<file path="src/rtl/hazard_forward_unit.sv">
// ---------------------------------------------------------------------------
// hazard_forward_unit: EX-stage operand forwarding, load-use stall and memory freeze (opt. HAZARD_PERF_CNT_EN)
// Rev 1.0
// ---------------------------------------------------------------------------
`default_nettype none

module hazard_forward_unit #(
  parameter int REG_AW        = 4,
  parameter int NUM_SRC       = 2,
  parameter int ZERO_REG_HARD = 0
) (
  input  logic                      clk,
  input  logic                      rst,
  input  logic                      dec_valid,
  input  logic [NUM_SRC*REG_AW-1:0] dec_src,
  input  logic [NUM_SRC-1:0]        dec_src_used,
  input  logic [REG_AW-1:0]         dec_dst,
  input  logic                      dec_regw,
  input  logic                      dec_memtoreg,
  input  logic                      mem_ready,
  output logic [2*NUM_SRC-1:0]      fwd_sel,
  output logic                      stall_fd,
  output logic                      bubble_e,
  output logic                      freeze_emw
`ifdef HAZARD_PERF_CNT_EN
  ,
  output logic [31:0]               stall_cycles,
  output logic [15:0]               load_use_cnt
`endif
);

  localparam logic C_ZERO_CHK = (ZERO_REG_HARD != 0);

  logic                      ex_valid_q, ex_regw_q, ex_memtoreg_q;
  logic [REG_AW-1:0]         ex_dst_q;
  logic [NUM_SRC*REG_AW-1:0] ex_src_q;
  logic [NUM_SRC-1:0]        ex_src_used_q;
  logic                      mem_valid_q, mem_regw_q, mem_memtoreg_q;
  logic [REG_AW-1:0]         mem_dst_q;
  logic                      wb_valid_q, wb_regw_q, wb_memtoreg_q;
  logic [REG_AW-1:0]         wb_dst_q;

  logic               ex_dst_ok, mem_dst_ok, wb_dst_ok;
  logic [NUM_SRC-1:0] lu_hit;
  logic               freeze, load_use;

  assign ex_dst_ok  = !C_ZERO_CHK || (ex_dst_q  != '0);
  assign mem_dst_ok = !C_ZERO_CHK || (mem_dst_q != '0);
  assign wb_dst_ok  = !C_ZERO_CHK || (wb_dst_q  != '0);

  for (genvar i = 0; i < NUM_SRC; i++) begin : g_src
    logic [REG_AW-1:0] ex_src;
    logic              mem_hit, wb_hit;

    assign ex_src  = ex_src_q[i*REG_AW +: REG_AW];
    assign mem_hit = mem_valid_q & mem_regw_q & ex_src_used_q[i] &
                     (ex_src == mem_dst_q) & mem_dst_ok;
    assign wb_hit  = wb_valid_q & wb_regw_q & ex_src_used_q[i] &
                     (ex_src == wb_dst_q) & wb_dst_ok;
    // MEM holds the younger producer, so it wins over WB
    assign fwd_sel[2*i +: 2] = mem_hit ? 2'b01 : (wb_hit ? 2'b10 : 2'b00);
    assign lu_hit[i] = dec_src_used[i] & (dec_src[i*REG_AW +: REG_AW] == ex_dst_q);
  end

  // Gated by rst so a pending freeze cannot leak out while in reset
  assign freeze     = rst & ~mem_ready;
  assign load_use   = ~freeze & ex_valid_q & ex_regw_q & ex_memtoreg_q &
                      dec_valid & (|lu_hit) & ex_dst_ok;
  assign stall_fd   = freeze | load_use;
  assign bubble_e   = load_use;
  assign freeze_emw = freeze;

  always_ff @(posedge clk or negedge rst) begin
    if (!rst) begin
      ex_valid_q     <= 1'b0;
      ex_regw_q      <= 1'b0;
      ex_memtoreg_q  <= 1'b0;
      ex_dst_q       <= '0;
      ex_src_q       <= '0;
      ex_src_used_q  <= '0;
      mem_valid_q    <= 1'b0;
      mem_regw_q     <= 1'b0;
      mem_memtoreg_q <= 1'b0;
      mem_dst_q      <= '0;
      wb_valid_q     <= 1'b0;
      wb_regw_q      <= 1'b0;
      wb_memtoreg_q  <= 1'b0;
      wb_dst_q       <= '0;
    end else if (!freeze) begin
      wb_valid_q     <= mem_valid_q;
      wb_regw_q      <= mem_regw_q;
      wb_memtoreg_q  <= mem_memtoreg_q;
      wb_dst_q       <= mem_dst_q;
      mem_valid_q    <= ex_valid_q;
      mem_regw_q     <= ex_regw_q;
      mem_memtoreg_q <= ex_memtoreg_q;
      mem_dst_q      <= ex_dst_q;
      if (load_use) begin
        ex_valid_q <= 1'b0;
      end else begin
        ex_valid_q    <= dec_valid;
        ex_regw_q     <= dec_regw;
        ex_memtoreg_q <= dec_memtoreg;
        ex_dst_q      <= dec_dst;
        ex_src_q      <= dec_src;
        ex_src_used_q <= dec_src_used;
      end
    end
  end

`ifdef HAZARD_PERF_CNT_EN
  logic [31:0] stall_cycles_q, stall_cycles_d;
  logic [15:0] load_use_cnt_q, load_use_cnt_d;

  assign stall_cycles_d = stall_fd ? stall_cycles_q + 32'd1 : stall_cycles_q;
  assign load_use_cnt_d = load_use ? load_use_cnt_q + 16'd1 : load_use_cnt_q;

  always_ff @(posedge clk or negedge rst) begin
    if (!rst) begin
      stall_cycles_q <= '0;
      load_use_cnt_q <= '0;
    end else begin
      stall_cycles_q <= stall_cycles_d;
      load_use_cnt_q <= load_use_cnt_d;
    end
  end

  assign stall_cycles = stall_cycles_q;
  assign load_use_cnt = load_use_cnt_q;
`endif

endmodule

`default_nettype wire

</file>
<file path="config.mk">
export PLATFORM = sky130hd
export DESIGN_NAME = hazard_forward_unit
export DESIGN_NICKNAME = d
export VERILOG_FILES = /design/src/rtl/hazard_forward_unit.sv
export SDC_FILE = /design/constraint.sdc
export NUM_CORES = 1
export LEC_CHECK = 0
export BUFFER_PORTS_ARGS = -buffer_cell sky130_fd_sc_hd__buf_4
export CORE_MARGIN = 3
export CORE_UTILIZATION = 35
export DETAILED_ROUTE_END_ITERATION = 8
export PLACE_DENSITY = 0.57
export SETUP_SLACK_MARGIN = 0.02
export SLEW_MARGIN = 0
export SYNTH_ARGS = -nofsm -noshare
export SYNTH_HDL_FRONTEND = slang
export SYNTH_SLANG_ARGS = --single-unit
</file>
<file path="constraint.sdc">
create_clock -name clk -period 2.1 [get_ports clk]
set_input_delay 0.105 -clock clk [delete_from_list [all_inputs] [get_ports clk]]
set_output_delay 0.105 -clock clk [all_outputs]
set_load 0.05 [all_outputs]
</file>
==> run metrics <==
outcome=completed; leading post-synthesis cells by cell area=dfrtp_1, nand2_1, mux2_4, xnor2_1, xor2_1; PwrDens=slightly below 800 nW/um2; layout cells sized above 1=between 30% and 40%; Setup crit end kind=output port; initial antenna violation count=0; Pint=between 1000 and 1500 uW; max cap viols=0; fmax=507 MHz; Row Count=22; vias after detailed routing=roughly 1100; Routed WL=3290 um; leading cell type in the layout, fill and taps excluded=buf_4; largest net degree at the start of global routing=30; via/cell ratio=~4.7; diodes inserted=0; Slew Limit Fails=0; CTS tree=done; core area=3850 um2; Syn Inst Count=between 100 and 150; Power Total=1540 uW; total gr overflow=0; first-pass GRT wire length=5070 um; Die Span Y=a little over 70 um; crit path time final=about 2.0 ns; RSZ-0062 raised after global routing=yes; endpoint arrival time on the critical path=~1.9 ns; placed cells=approximately 210; Final Cycle Share=a little over nine tenths; top-area cell type share of the netlist area=about half; crit-path max cell delay=~0.43 ns; Avg Inst Size Synth=around 11 um2; fillers=between 300 and 400; relative slew slack=about three quarters; H-tree Lvls=2; WP buf/inv=3; cell area after synthesis=1470 um2; Setup CP Type=flop to output port; Routed WL per cell=around 14 um; static leakage=0.000959 uW; Flop pwr share=between 40% and 50%; Syn. warnings=0; Clock Power Share=roughly two fifths; CP max-delay cell=dfrtp_1; clk_lat worst skew=roughly 0.28 ns; final hold violation count=0; I/O Buffers=26; Cell variety after synth=19; CTS buffer count=5; Die Width=~71 um; die area=approximately 5000 um2; Nets=201; Starting Density=about two fifths; logic gate share of total power=approximately 17%; GPL Wtd Cong=between 0.7 and 0.8; Psw=roughly 390 uW; Critical Path, Cell by Cell=xor2_1 > nor4_1 > nand3_1 > and3_4 > buf_12 > clkinv_4 > buf_8; vias in the first global route=1059; ANT nets after route=0; Max VDD drop=between 500 and 600 uV; # setup viols final=0; Clock Skew=0.00753 ns; CTS Sinks=29; setup TNS=0 ns; final hold slack=between 0.05 and 0.06 ns; Post-Syn Nets=between 150 and 200; clk buf depth=2; num ports=27; Area growth syn-to-layout=34.8%; switching power share of the total=about a quarter; DRC=0; clock-pin slew on the worst setup and hold paths=roughly 0.07 ns; drt pass-1 iters=4; Seq/Total Area, Yosys=49.4%; Worst Setup Start Kind=flop; crit-path leading delay family=simple AND/OR/NAND/NOR gates; Crit Path Max Fanout=5; Yosys top cell by area=dfrtp_1; leading cell types in the layout, fill and taps excluded=buf_4, nand2_1, dfrtp_1; DP HPWL=between 2000 and 2500 um; Starting DRT DRC Count=between 50 and 60; Root Buffer=clkbuf_8; Hold/Removal Path Class=primary input to flop; CP required=approximately 2.0 ns; Layout Cells excl Fill=230; synthesized flop and latch total=29; GRT Total Usage=around an eighth; Least-Margin Pin Slew=approximately 0.38 ns
==> cell type report <==
| cell class | count | area, um2 | area share [%] |
|---|---|---|---|
| inverters | 3 | 16.3 | 0.821 |
| clock inverters | 1 | 30.0 | 1.52 |
| flip-flops and latches | 29 | 727 | 36.7 |
| well taps | 48 | 60.1 | 3.03 |
| clock buffers | 7 | 86.3 | 4.36 |
| repair buffers | 45 | 378 | 19.1 |
| multi-input cells | 97 | 683 | 34.5 |
==> per-layer routing <==
layer / part of all wire (%) / GRT usage (%) / vias up
li1: - / - / 540
met1: 48 / 17.8 / 515
met2: 46 / 18.8 / 20
met3: 5.3 / 5.82 / 4
met4: 0.88 / 5.01 / 0
met5: 0 / 0 / -
==> synthesized netlist by cell type (all sizes together) <==
| cell | instances |
|---|---|
| nor3 | 2 |
| mux2 | 16 |
| and3 | 1 |
| nand4 | 6 |
| o21ai | 2 |
| nand2 | 37 |
| xor2 | 11 |
| xnor2 | 13 |
| nor4 | 4 |
| nand3 | 4 |
| clkbuf | 1 |
| dfrtp | 29 |
| inv | 3 |
| nand2b | 1 |
| buf | 5 |
==> power by group through the flow <==
stage                     logic (uW)  registers [uW]  clock network, uW
final                            263             683                598
after global routing             289             691                645
after CTS                        240             683                611
after detailed placement         236             693                  0
after global placement           234             690                  0
after floorplan                  164             674                  0
==> metrics by stage <==
step	setup slack, ns	util, %	instance area [um2]
after floorplan	0.231	-	1470
after global placement	0.213	44.4	1710
after detailed placement	0.197	44.4	1710
after CTS	0.0367	47.9	1840
after global routing	-0.0197	51.4	1980
final	0.128	51.4	1980
==> cells by family after synthesis <==
| logic type | count (synthesis) | share of synthesized area, % |
|---|---|---|
| and+or+nand+nor | 55 | 16.6 |
| DFF | 29 | 49.4 |
| xor gates and xnor gates | 24 | 14.3 |
| muxes | 16 | 14.6 |
| buffers and inverters | 9 | 4.43 |
| AOI/OAI and AO/OA | 2 | 0.681 |
==> path summary, 6_finish.rpt <==
check / start / end / slack (ns) / depth (start not counted)
max: ex_dst_q[2] / stall_fd / 0.13 / 7
min: dec_memtoreg / ex_memtoreg_q / 0.05 / 2
max reg2reg: ex_dst_q[2] / ex_src_q[4] / 0.13 / 7
min reg2reg: wb_regw_q / wb_regw_q / 0.51 / 2
max in group asynchronous: rst / ex_dst_q[3] / 1.42 / 3
min in group asynchronous: rst / ex_src_q[3] / 0.39 / 3
==> flip-flops by register name, summed over array words and instances, names as in the netlist, 2 cells and up <==
signal	cells
ex_dst_q	4
ex_src_q	8
ex_src_used_q	2
mem_dst_q	4
wb_dst_q	4
==> worst reg2reg max path, cell delays in order, from the launching register on <==
cell and delay (ns):
dfrtp_1 0.43, xor2_1 0.18, nor4_1 0.26, nand3_1 0.17, and3_4 0.24, buf_12 0.14, buf_4 0.15, mux2_4 0.29
==> what timing repair did <==
action	CTS	global route
resized for setup	2	6
cloned	0	1
endpoints found under the hold margin	29	0
setup buffers	0	13
setup endpoints to repair	1	1
hold buffers	1	0
pin swaps	0	4
Power figures use the tool's default switching activity.
